### src/rtl/vga_fb_blitter_if.sv
// Command and frame-buffer write bus of the rectangle-fill blitter.
//   cmd*    : one rectangle-fill command per cmdValid&&cmdReady handshake
//   fb*     : frame-buffer write port, one word per cycle with fbGrant high
//   status  : busy, done (one-cycle pulse), clipped (sticky)
// modport slave is the blitter side; modport master is the CPU/arbiter side.
interface vga_fb_blitter_if;
  logic        cmdValid;
  logic        cmdReady;
  logic [6:0]  cmdX;
  logic [5:0]  cmdY;
  logic [6:0]  cmdW;
  logic [5:0]  cmdH;
  logic [15:0] cmdData;
  logic        cmdAbort;
  logic        fbWriteEn;
  logic [12:0] fbAddr;
  logic [15:0] fbData;
  logic        fbGrant;
  logic        busy;
  logic        done;
  logic        clipped;

  modport slave (
    input  cmdValid, cmdX, cmdY, cmdW, cmdH, cmdData, cmdAbort, fbGrant,
    output cmdReady, fbWriteEn, fbAddr, fbData, busy, done, clipped
  );

  modport master (
    output cmdValid, cmdX, cmdY, cmdW, cmdH, cmdData, cmdAbort, fbGrant,
    input  cmdReady, fbWriteEn, fbAddr, fbData, busy, done, clipped
  );
endinterface

### src/rtl/vga_fb_blitter.sv
// Rectangle-fill engine writing a constant word into the VGA frame buffer.
// Ports:
//   clk   : system clock, rising edge
//   reset : asynchronous active-high reset
//   bus   : vga_fb_blitter_if.slave (command handshake, frame-buffer write
//           port, busy/done/clipped status)
// The command is latched on accept, clipped against the FB_COLS x FB_ROWS
// buffer in SETUP, then streamed row by row; each row is followed by one
// NEXTROW cycle that advances the row base address.
module vga_fb_blitter #(
  parameter int unsigned FB_COLS = 80,
  parameter int unsigned FB_ROWS = 60
) (
  input  logic              clk,
  input  logic              reset,
  vga_fb_blitter_if.slave   bus
);

  typedef enum logic [2:0] {IDLE, SETUP, WRITE, NEXTROW, DONE} state_e;

  localparam logic [7:0] COLS = 8'(FB_COLS);
  localparam logic [6:0] ROWS = 7'(FB_ROWS);

  state_e      state_q, state_d;
  logic [6:0]  x_q, x_d, w_q, w_d, eff_w_q, eff_w_d, col_q, col_d;
  logic [5:0]  y_q, y_d, h_q, h_d, eff_h_q, eff_h_d, row_q, row_d;
  logic [15:0] data_q, data_d;
  logic [12:0] row_base_q, row_base_d;
  logic        clipped_q, clipped_d;

  // Clipping of the latched command against the buffer edges.
  logic [7:0]  room_w;
  logic [6:0]  room_h;
  logic [6:0]  clip_w;
  logic [5:0]  clip_h;
  logic [12:0] setup_base;

  always_comb begin
    room_w = COLS - {1'b0, x_q};
    room_h = ROWS - {1'b0, y_q};
    if ({1'b0, x_q} >= COLS)          clip_w = '0;
    else if ({1'b0, w_q} < room_w)    clip_w = w_q;
    else                              clip_w = room_w[6:0];
    if ({1'b0, y_q} >= ROWS)          clip_h = '0;
    else if ({1'b0, h_q} < room_h)    clip_h = h_q;
    else                              clip_h = room_h[5:0];
    setup_base = 13'(y_q) * 13'(FB_COLS) + 13'(x_q);
  end

  always_comb begin
    state_d    = state_q;
    x_d        = x_q;
    y_d        = y_q;
    w_d        = w_q;
    h_d        = h_q;
    data_d     = data_q;
    eff_w_d    = eff_w_q;
    eff_h_d    = eff_h_q;
    col_d      = col_q;
    row_d      = row_q;
    row_base_d = row_base_q;
    clipped_d  = clipped_q;
    case (state_q)
      IDLE: begin
        if (bus.cmdValid) begin
          x_d       = bus.cmdX;
          y_d       = bus.cmdY;
          w_d       = bus.cmdW;
          h_d       = bus.cmdH;
          data_d    = bus.cmdData;
          clipped_d = 1'b0;
          state_d   = SETUP;
        end
      end
      SETUP: begin
        eff_w_d    = clip_w;
        eff_h_d    = clip_h;
        clipped_d  = (clip_w != w_q) || (clip_h != h_q);
        row_base_d = setup_base;
        col_d      = '0;
        row_d      = '0;
        if (bus.cmdAbort)                        state_d = IDLE;
        else if (clip_w == '0 || clip_h == '0)   state_d = DONE;
        else                                     state_d = WRITE;
      end
      WRITE: begin
        // A grant coinciding with abort still completes that write.
        if (bus.cmdAbort) begin
          state_d = IDLE;
        end else if (bus.fbGrant) begin
          if (col_q != eff_w_q - 7'd1)      col_d   = col_q + 7'd1;
          else if (row_q != eff_h_q - 6'd1) state_d = NEXTROW;
          else                              state_d = DONE;
        end
      end
      NEXTROW: begin
        row_base_d = row_base_q + 13'(FB_COLS);
        row_d      = row_q + 6'd1;
        col_d      = '0;
        state_d    = bus.cmdAbort ? IDLE : WRITE;
      end
      DONE: state_d = IDLE;
      default: state_d = IDLE;
    endcase
  end

  always_ff @(posedge clk or posedge reset) begin
    if (reset) begin
      state_q    <= IDLE;
      x_q        <= '0;
      y_q        <= '0;
      w_q        <= '0;
      h_q        <= '0;
      data_q     <= '0;
      eff_w_q    <= '0;
      eff_h_q    <= '0;
      col_q      <= '0;
      row_q      <= '0;
      row_base_q <= '0;
      clipped_q  <= 1'b0;
    end else begin
      state_q    <= state_d;
      x_q        <= x_d;
      y_q        <= y_d;
      w_q        <= w_d;
      h_q        <= h_d;
      data_q     <= data_d;
      eff_w_q    <= eff_w_d;
      eff_h_q    <= eff_h_d;
      col_q      <= col_d;
      row_q      <= row_d;
      row_base_q <= row_base_d;
      clipped_q  <= clipped_d;
    end
  end

  assign bus.cmdReady  = (state_q == IDLE);
  assign bus.busy      = (state_q != IDLE);
  assign bus.done      = (state_q == DONE);
  assign bus.fbWriteEn = (state_q == WRITE);
  assign bus.fbAddr    = row_base_q + 13'(col_q);
  assign bus.fbData    = data_q;
  assign bus.clipped   = clipped_q;

endmodule

### src/flat_wrapper.sv
// flat-port wrapper written by rule: the top's interface ports become plain ports
module vga_fb_blitter_flat 
#(
  parameter int unsigned FB_COLS = 80,
  parameter int unsigned FB_ROWS = 60
)
  (clk, reset, bus_cmdValid, bus_cmdX, bus_cmdY, bus_cmdW, bus_cmdH, bus_cmdData, bus_cmdAbort, bus_fbGrant, bus_cmdReady, bus_fbWriteEn, bus_fbAddr, bus_fbData, bus_busy, bus_done, bus_clipped);
  vga_fb_blitter_if bus_i ();
  input  logic clk;
  input  logic reset;
  input wire logic [$bits(bus_i.cmdValid)-1:0] bus_cmdValid;
  input wire logic [$bits(bus_i.cmdX)-1:0] bus_cmdX;
  input wire logic [$bits(bus_i.cmdY)-1:0] bus_cmdY;
  input wire logic [$bits(bus_i.cmdW)-1:0] bus_cmdW;
  input wire logic [$bits(bus_i.cmdH)-1:0] bus_cmdH;
  input wire logic [$bits(bus_i.cmdData)-1:0] bus_cmdData;
  input wire logic [$bits(bus_i.cmdAbort)-1:0] bus_cmdAbort;
  input wire logic [$bits(bus_i.fbGrant)-1:0] bus_fbGrant;
  output wire logic [$bits(bus_i.cmdReady)-1:0] bus_cmdReady;
  output wire logic [$bits(bus_i.fbWriteEn)-1:0] bus_fbWriteEn;
  output wire logic [$bits(bus_i.fbAddr)-1:0] bus_fbAddr;
  output wire logic [$bits(bus_i.fbData)-1:0] bus_fbData;
  output wire logic [$bits(bus_i.busy)-1:0] bus_busy;
  output wire logic [$bits(bus_i.done)-1:0] bus_done;
  output wire logic [$bits(bus_i.clipped)-1:0] bus_clipped;
  assign bus_i.cmdValid = bus_cmdValid;
  assign bus_i.cmdX = bus_cmdX;
  assign bus_i.cmdY = bus_cmdY;
  assign bus_i.cmdW = bus_cmdW;
  assign bus_i.cmdH = bus_cmdH;
  assign bus_i.cmdData = bus_cmdData;
  assign bus_i.cmdAbort = bus_cmdAbort;
  assign bus_i.fbGrant = bus_fbGrant;
  assign bus_cmdReady = bus_i.cmdReady;
  assign bus_fbWriteEn = bus_i.fbWriteEn;
  assign bus_fbAddr = bus_i.fbAddr;
  assign bus_fbData = bus_i.fbData;
  assign bus_busy = bus_i.busy;
  assign bus_done = bus_i.done;
  assign bus_clipped = bus_i.clipped;
  vga_fb_blitter #(.FB_COLS(FB_COLS), .FB_ROWS(FB_ROWS)) u_core (.clk(clk), .reset(reset), .bus(bus_i));
endmodule
### config.mk
export PLATFORM = sky130hd
export DESIGN_NAME = vga_fb_blitter_flat
export DESIGN_NICKNAME = d
export VERILOG_FILES = /design/src/rtl/vga_fb_blitter_if.sv /design/src/rtl/vga_fb_blitter.sv /design/src/flat_wrapper.sv
export SDC_FILE = /design/constraint.sdc
export NUM_CORES = 1
export LEC_CHECK = 0
export ABC_AREA = 1
export CELL_PAD_IN_SITES_DETAIL_PLACEMENT = 1
export CELL_PAD_IN_SITES_GLOBAL_PLACEMENT = 1
export CORE_MARGIN = 5
export CORE_UTILIZATION = 37
export DETAILED_ROUTE_END_ITERATION = 8
export PLACE_DENSITY = 0.75
export RECOVER_POWER = 50
export SETUP_SLACK_MARGIN = 0.05
export SLEW_MARGIN = 0
export SYNTH_ARGS = -nofsm -noshare
export SYNTH_HDL_FRONTEND = slang
export SYNTH_SLANG_ARGS = --single-unit
### constraint.sdc
create_clock -name clk -period 2.9 [get_ports clk]
set_clock_uncertainty 0.15 [all_clocks]
set_input_delay 0.58 -clock clk [delete_from_list [all_inputs] [get_ports clk]]
set_output_delay 0.58 -clock clk [all_outputs]
set_load 0.005 [all_outputs]
# Yosys cells after proc, flatten, opt, wreduce, memory -nomap -nowiden
# Index checks and enable logic that the tools add are counted.
[op_classes]
n_mul = 1
n_lt_le_gt_ge = 4
n_eq_ne = 14
addsub = 9
reduce_logical = 14
mux = 21
[ops]
columns = ["operator", "count"]
rows = [
  ["7-bit 2-to-1 mux", 5],
  ["13-bit by 7-bit adder with 13-bit output", 2],
  ["13-bit case mux with 2 select lines", 1],
  ["3-bit 2-to-1 mux", 7],
  ["7-bit inequality test", 2],
  ["7-bit case mux with 2 select lines", 1],
  ["13-bit by 7-bit adder with 13-bit output, second input constant", 1],
  ["6-bit 2-to-1 mux", 2],
  ["6-bit inequality test", 2],
  ["3-bit case mux with 4 select lines", 1],
  ["6-bit case mux with 2 select lines", 1],
  ["6-bit by 3-bit multiplier with 9-bit output, second input constant", 1],
  ["7-bit by 8-bit less-than comparator with 1-bit output", 1],
  ["7-bit by 7-bit subtractor with 8-bit output, first input constant", 1],
  ["7-bit by 1-bit adder with 7-bit output, second input constant", 1],
  ["7-bit >= comparator, second input constant", 1],
  ["7-bit zero test", 1],
  ["6-bit by 7-bit less-than comparator with 1-bit output", 1],
  ["6-bit by 6-bit subtractor with 7-bit output, first input constant", 1],
  ["7-bit by 1-bit subtractor with 7-bit output, second input constant", 1],
  ["6-bit by 1-bit adder with 6-bit output, second input constant", 1],
  ["3-bit by 2-bit equality test with 1-bit output, second input constant", 2],
  ["6-bit >= comparator, second input constant", 1],
  ["6-bit zero test", 1],
  ["other kinds (17)", 24],
]
[totals]
regBits = 85
wordCells = 75
input_bits = 47

# Depth between registers and ports, before layout
# Gate-level depths: netlist (run 1).
[logic_depth]
word_depth = 9
ltp_mapped = 22

# Worst setup path before layout (run 1)
# Ideal clock, no wire load.
[synth_timing]
path_kind = "flip-flop to flip-flop"
startpoint = "reg u_core.x_q[0]"
endpoint = "reg u_core.clipped_q, in the netlist u_core.bus.clipped"
t_required_ns = 2.633
t_arrival_ns = 2.496
synth_period_minus_slack_ns = 2.763
stages_incl_launch_ff = 22
setup_slack_ns = 0.137
path_cell_list = "dfrtp_1 > inv_1 > ha_1 > nand3_1 > a21oi_1 > xor2_1 > ha_1 > a21oi_1 > nand2_1 > nand2_4 > nand2_4 > buf_12 > nand2_4 > nand2_2 > nand2_1 > nand2_1 > inv_1 > nand2_1 > nor2_1 > nand3_1 > nand2_1 > nand2_1"
[synth_via]
elab_chain_cells = 7
[synth_lines]
columns = ["element", "line", "rtl"]
rows = [
  ["from (decl)", "vga_fb_blitter.sv:25", "logic [6:0] x_q, x_d, w_q, w_d, eff_w_q, eff_w_d, col_q, col_d;"],
  ["from (signal assigned)", "vga_fb_blitter.sv:110", "x_q <= '0;"],
  ["from (signal assigned)", "vga_fb_blitter.sv:123", "x_q <= x_d;"],
  ["7-bit by 7-bit subtractor with 8-bit output", "vga_fb_blitter.sv:39", "room_w = COLS - {1'b0, x_q};"],
  ["7-bit by 8-bit less-than comparator with 1-bit output", "vga_fb_blitter.sv:42", "else if ({1'b0, w_q} < room_w) clip_w = w_q;"],
  ["7-bit 2-to-1 mux", "vga_fb_blitter.sv:42", ""],
  ["7-bit 2-to-1 mux *", "vga_fb_blitter.sv:41", "if ({1'b0, x_q} >= COLS) clip_w = '0;"],
  ["7-bit inequality test *", "vga_fb_blitter.sv:78", "clipped_d = (clip_w != w_q) || (clip_h != h_q);"],
  ["1-bit logical OR *", "vga_fb_blitter.sv:78", ""],
  ["1-bit case mux with 2 select lines *", "vga_fb_blitter.sv:63", "case (state_q)"],
  ["to (signal assigned)", "vga_fb_blitter.sv:133", "clipped_q <= clipped_d;"],
  ["to (decl)", "vga_fb_blitter.sv:29", "logic clipped_q, clipped_d;"],
]
# Every way passes the cells marked *; elsewhere a longest branch is shown, timed or not.
# A chain may end at the register's enable or synchronous reset.

# Worst setup path after layout (run 1)
# Same ends and word-level chain as after synthesis.

==> flow_summary.yaml, run 1 <==
outcome:
  status: "finished with violations"
  failed_checks: "negative setup slack"
pwr:
  power_density_nw_per_um2: 1500
  finalPower_mw: 12.5
  ir_worst_vdd_uv: 516
  power.leakage_nw: 4.04
timing:
  fin_ws_ns: -0.316
  max_slew_margin_pct: 1.29
  setup_violations: 9
  finalHoldViolCount: 0
  period_needed_ns: 3.22
  whs_ns: 0.331
  slew_violations: 0
  tns_ns: -1.52
  fmax_mhz: 311
  finalCritPeriodShare_pct: 111
  grt_setup_unrepaired: "yes"
  tightest_slew_ns: 1.48
flow_run:
  maxCapViolCount: 0
setup_path:
  worstPathMaxFanout: 5
  critPathArrivalTime_ns: 3.29
  crit_type: "reg -> reg"
  worstPathRequired_ns: 2.97
  cp_common_cell: "nand2_1"
  slowest_stage: "dfrtp_1"
  slowest_delay_ns: 0.42
  crit_chain: "inv_2 -> ha_4 -> nand3_4 -> a21oi_4 -> xor2_4 -> ha_4 -> a21oi_4 -> nand2_2 -> nand2_4 -> buf_12 -> nand2_8 -> nand2_4 -> nand2_2 -> nand2_1 -> nand2_1 -> inv_2 -> nand2_2 -> nor2_2 -> nand3_1 -> nand2_1 -> nand2_1"
  cp-end-kind: "register"
  cp-start-kind: "register"
global_routing:
  grt_usage_pct: 20.9
  overflow: 0
  antenna_found_initial: 0
  grt_pass1_vias: 6273
  met3_usage_pct: 4.55
  grt_max_degree: 68
  grt_first_pass_wirelength_um: 30800
  gr-max-usage-layer: "met2"
  grt_use_met1_pct: 25.6
  met2_usage_pct: 35.9
finish:
  area_growth_pct: 45.3
  nNetsFinal: 994
  insertedDiodeCount: 0
  drive_gt1_share_pct: 29.9
floorplan:
  core_um2: 15200
  die_h_um: 135
  die_area_um2: 18100
  placementRows: 45
  die_w_um: 135
  initial_core_util_pct: 37.8
  io_pins: 81
yosys:
  synth_most_common_cell: "nand2_1"
  synth_fp_nets: 809
  synth_seq_cells: 85
  yosysSeqAreaShare_pct: 37.0
  synth_ff_type: "dfrtp_1"
  synth.area.top_cells: "dfrtp_1, nand2_1, ha_1"
  netlist_instances: 723
  yosys_warnings: 0
  synth_common_cells: "nand2_1, inv_1, dfrtp_1, nor2_1, a21oi_1"
  synth.distinct_cells: 43
  avgSynthCellArea_um2: 7.95
  synth_edf_count: 0
  synth-async-reset-ratio_pct: 100
  synth_top_area_share_pct: 37.0
  yosysTopAreaCell: "dfrtp_1"
  syn_area_um2: 5750
clock_tree:
  clkLatencyLatePin_ns: 0.35
  root_buffer: "clkbuf_16"
  clkSinkCount: 85
  cts_made_buffers: 9
  clkTransAtPathRegs_ns: 0.07
  holdBufCountCts: 0
  cts_tree: "built"
  htreeDepth: 3
  clk_path_buf_depth: 2
drt:
  ant_nets: 0
  viasPerCell: 5.22
  wire_per_inst_um: 17.9
  first_pass_iters: 4
  vias: 5750
  wirelength_um: 19700
  first_iter_violations: 281
  drcViolationCount: 0
hold_path:
  hold_path_class: "reg -> reg"
place:
  place.gp.congestion: 0.867
  numPortBuffers: 80
  dp_hpwl_um: 12800
-- final timing paths --
check | cells after the start | startpoint | to | slack, ns
worst min-delay path | 1 | u_core.row_q[5] | u_core.row_q[5] | 0.33
worst min register to register | 1 | u_core.row_q[5] | u_core.row_q[5] | 0.33
min in group asynchronous | 2 | reset | u_core.bus.fbData[14] | 0.72
max in group asynchronous | 3 | reset | u_core.row_base_q[12] | 0.40
worst max register to register | 21 | u_core.x_q[0] | u_core.bus.clipped | -0.32
worst max-delay path | 21 | u_core.x_q[0] | u_core.bus.clipped | -0.32
-- cell usage in the layout, fill, tap and decap left out, drive strengths merged, types with 13 or more instances in the layout --
| cell | count |
|---|---|
| clkdlybuf4s50 | 68 |
| a21oi | 56 |
| buf | 112 |
| inv | 94 |
| nand4 | 17 |
| dfrtp | 85 |
| nor2 | 70 |
| ha | 36 |
| nand3 | 45 |
| clkbuf | 14 |
| o21ai | 38 |
| xor2 | 32 |
| nand2 | 164 |
| mux2 | 18 |
| xnor2 | 13 |
-- layer usage --
| layer | vias up | wire (um) |
|---|---|---|
| met5 | - | 0 |
| met4 | 0 | 612 |
| met3 | 47 | 1010 |
| met2 | 153 | 9950 |
| met1 | 2826 | 8180 |
| li1 | 2724 | - |
-- flip-flops by register name, summed over array words and instances, names as in the netlist --
signal              flops
u_core.eff_h_q          6
u_core.bus.fbData      16
u_core.h_q              6
u_core.state_q          3
u_core.bus.clipped      1
u_core.w_q              7
u_core.row_q            6
u_core.y_q              6
u_core.col_q            7
u_core.eff_w_q          7
u_core.row_base_q      13
u_core.x_q              7
-- area by class of cell --
cell class / count / area, um2
flip-flops and latches: 85 / 2130
well taps: 188 / 235
repair buffers: 189 / 1680
fillers: 1806 / 6850
multi-input cells: 527 / 3660
inverters: 96 / 362
clock buffers: 10 / 229
clock inverters: 6 / 63.8
-- repair_timing --
action	4_1_cts	5_1_grt
resized for setup	110	44
endpoints found under the setup margin	20	19
setup buffers	29	8
cloned	2	0
pin swaps	38	40
-- critical path: cells and delay by family, from the launching register on --
family                     cells  cell delay (ns)
DFF                            1             0.42
and+or+nand+nor               13             1.15
AOI/OAI and AO/OA              2             0.40
adders and majority gates      2             0.43
buffers and inverters          3             0.28
xor gates and xnor gates       1             0.24
-- metrics by stage --
step	cells	setup WS [ns]	utilization [%]	instance area, um2
3_3_place_gp	1049	-0.429	48.1	7320
2_1_floorplan	723	0.137	-	5750
3_5_place_dp	1049	-0.531	48.1	7320
4_1_cts	1094	-0.268	53.7	8170
6_report	1101	-0.316	55.0	8360
5_1_grt	1101	-0.441	55.0	8360
-- cells by family after synthesis --
kind of cell               count (synthesis)  share of synthesized area (%)
DFF                                       85                           37.0
muxes                                     18                           3.53
xor gates and xnor gates                  45                           6.86
AOI/OAI and AO/OA                        108                           10.6
buffers and inverters                    113                           7.97
adders and majority gates                 39                           8.88
and+or+nand+nor                          315                           25.2
-- where the power goes --
group | switching, mW | internal (mW)
Clock | 0.499 | 0.666
Sequential | 0.503 | 1.71
Combinational | 4.96 | 4.17
No activity file was read; power rests on OpenSTA's default activity.
==> inputs of run 2 (changes only) <==
- CAP_MARGIN: not set -> 20
- TNS_END_PERCENT: not set -> 1
==> run 2 against run 1 <==
Against the previous run:
- the flow still finishes with violations (negative setup slack)
- via count decreased by 6.1%
- sequential cell count unchanged
- clock power about the same
- critical endpoint is now bus_fbAddr[7]
==> flow_summary.yaml, run 2 (synthesis results as in run 1) <==
clock_tree:
  cts_tree: "built"
  htreeDepth: 3
  clkTransAtPathRegs_ns: 0.07
  clkLatencyLatePin_ns: 0.35
  clkSinkCount: 85
  clk_path_buf_depth: 2
  holdBufCountCts: 0
  cts_made_buffers: 9
  root_buffer: "clkbuf_16"
place:
  place.gp.congestion: 0.867
  dp.cells: 1049
  dp_hpwl_um: 12800
  numPortBuffers: 80
  placed_area_um2: 7320
timing:
  fmax_mhz: 320
  max_slew_margin_pct: 1.15
  setup_violations: 9
  grt_setup_unrepaired: "yes"
  tightest_slew_ns: 1.48
  slew_violations: 0
  fin_ws_ns: -0.220
  period_needed_ns: 3.12
  finalHoldViolCount: 0
  finalCritPeriodShare_pct: 108
drt:
  wirelength_um: 16800
  drcViolationCount: 0
  wire_per_inst_um: 15.6
  viasPerCell: 5.03
  first_iter_violations: 244
  vias: 5400
  ant_nets: 0
  first_pass_iters: 4
global_routing:
  grt_max_degree: 68
  grt_usage_pct: 19.0
  grt_first_pass_wirelength_um: 28200
  overflow: 0
  grt_pass1_vias: 5920
  antenna_found_initial: 0
floorplan:
  io_pins: 81
  die_h_um: 135
  placementRows: 45
  core_um2: 15200
  die_w_um: 135
  initial_core_util_pct: 37.8
  die_area_um2: 18100
setup_path:
  worstPathRequired_ns: 2.17
  cp-start-kind: "register"
  cp-end-kind: "output port"
  crit_chain: "ha_4 -> a21oi_2 -> nand2_2 -> a21oi_2 -> o21ai_2 -> a21oi_2 -> o21bai_1 -> buf_4 -> buf_4 -> xor2_1 -> dlygate4sd2_1"
  worstRegToRegCells: 20
  slowest_delay_ns: 0.42
  cp_common_cell: "a21oi_2"
  crit_type: "reg -> out"
  critPathArrivalTime_ns: 2.39
  slowest_stage: "dfrtp_1"
  worstPathMaxFanout: 4
finish:
  insertedDiodeCount: 0
  fin_cells: 1073
  largest_reg_flops: 16
  nNetsFinal: 966
  drive_gt1_share_pct: 21.8
  area_growth_pct: 34.9
  final_cell_mix: "nand2_1, inv_1, dfrtp_1"
  layout_commonest_cell: "nand2_1"
  multi_input_area_um2: 3320
  final_area_um2: 7760
  num-fill-cells: 1835
  seq_area_um2: 2130
outcome:
  failed_checks: "negative setup slack"
  status: "finished with violations"
pwr:
  ir_worst_vdd_uv: 512
  power_density_nw_per_um2: 1370
  power.leakage_nw: 3.81
hold_path:
  hold_depth: 1
  hold_path_class: "reg -> reg"
flow_run:
  maxCapViolCount: 0
[run 2: layout make-up]
| type | count | share of cell area [%] |
|---|---|---|
| Clock buffer | 10 | 2.95 |
| Clock inverter | 6 | 0.823 |
| Inverter | 96 | 4.66 |
| Multi-Input combinational cell | 525 | 42.8 |
| Sequential cell | 85 | 27.4 |
| Tap cell | 188 | 3.03 |
| Timing Repair Buffer | 163 | 18.3 |
[run 2: worst max-delay path: cells and delay by family (launching register included)]
| kind | cells | cell delay, ns |
|---|---|---|
| AO/OA/AOI/OAI | 5 | 0.62 |
| XOR/XNOR | 1 | 0.12 |
| adder cells (fa/ha/maj) | 1 | 0.28 |
| buffers and inverters | 3 | 0.52 |
| flip-flops | 1 | 0.42 |
| AND/OR/NAND/NOR | 1 | 0.08 |
[run 2: power by group]
group	internal, mW	switching [mW]
clock network	0.667	0.495
registers	1.71	0.443
logic	3.29	4.05
total	5.67	4.98
[run 2: per-layer routing]
metal  GRT usage, %  wire [um]
met1           23.6       7480
met2           32.7       8250
met3           4.28        781
met4           6.22        245
met5              0          0
[run 2: worst paths after layout]
| path | start | to | slack, ns |
|---|---|---|---|
| worst max-delay path | u_core.col_q[2] | bus_fbAddr[7] | -0.22 |
| worst min-delay path | u_core.row_q[5] | u_core.row_q[5] | 0.33 |
| worst max register to register | u_core.x_q[0] | u_core.bus.clipped | -0.16 |
| worst min register to register | u_core.row_q[5] | u_core.row_q[5] | 0.33 |
| max in group asynchronous | reset | u_core.row_base_q[12] | 0.41 |
| min in group asynchronous | reset | u_core.bus.fbData[14] | 0.73 |
[run 2: repair_timing]
action | 4_1_cts | 5_1_grt
setup buffers | 4 | 4
resized for setup | 62 | 8
setup endpoints to repair | 20 | 27
pin swaps | 18 | 13
[run 2: stage by stage]
step	power [mW]	hold WS, ns	setup slack (ns)	TNS, ns	util, %
after global routing	11.7	0.368	-0.403	-3.55	51.0
after CTS	10.7	0.338	-0.270	-1.75	50.9
final	10.7	0.332	-0.220	-1.34	51.0
after global placement	8.83	0.324	-0.429	-2.10	48.1
after detailed placement	9.30	0.324	-0.531	-3.61	48.1
after floorplan	6.47	0.303	0.137	0	-
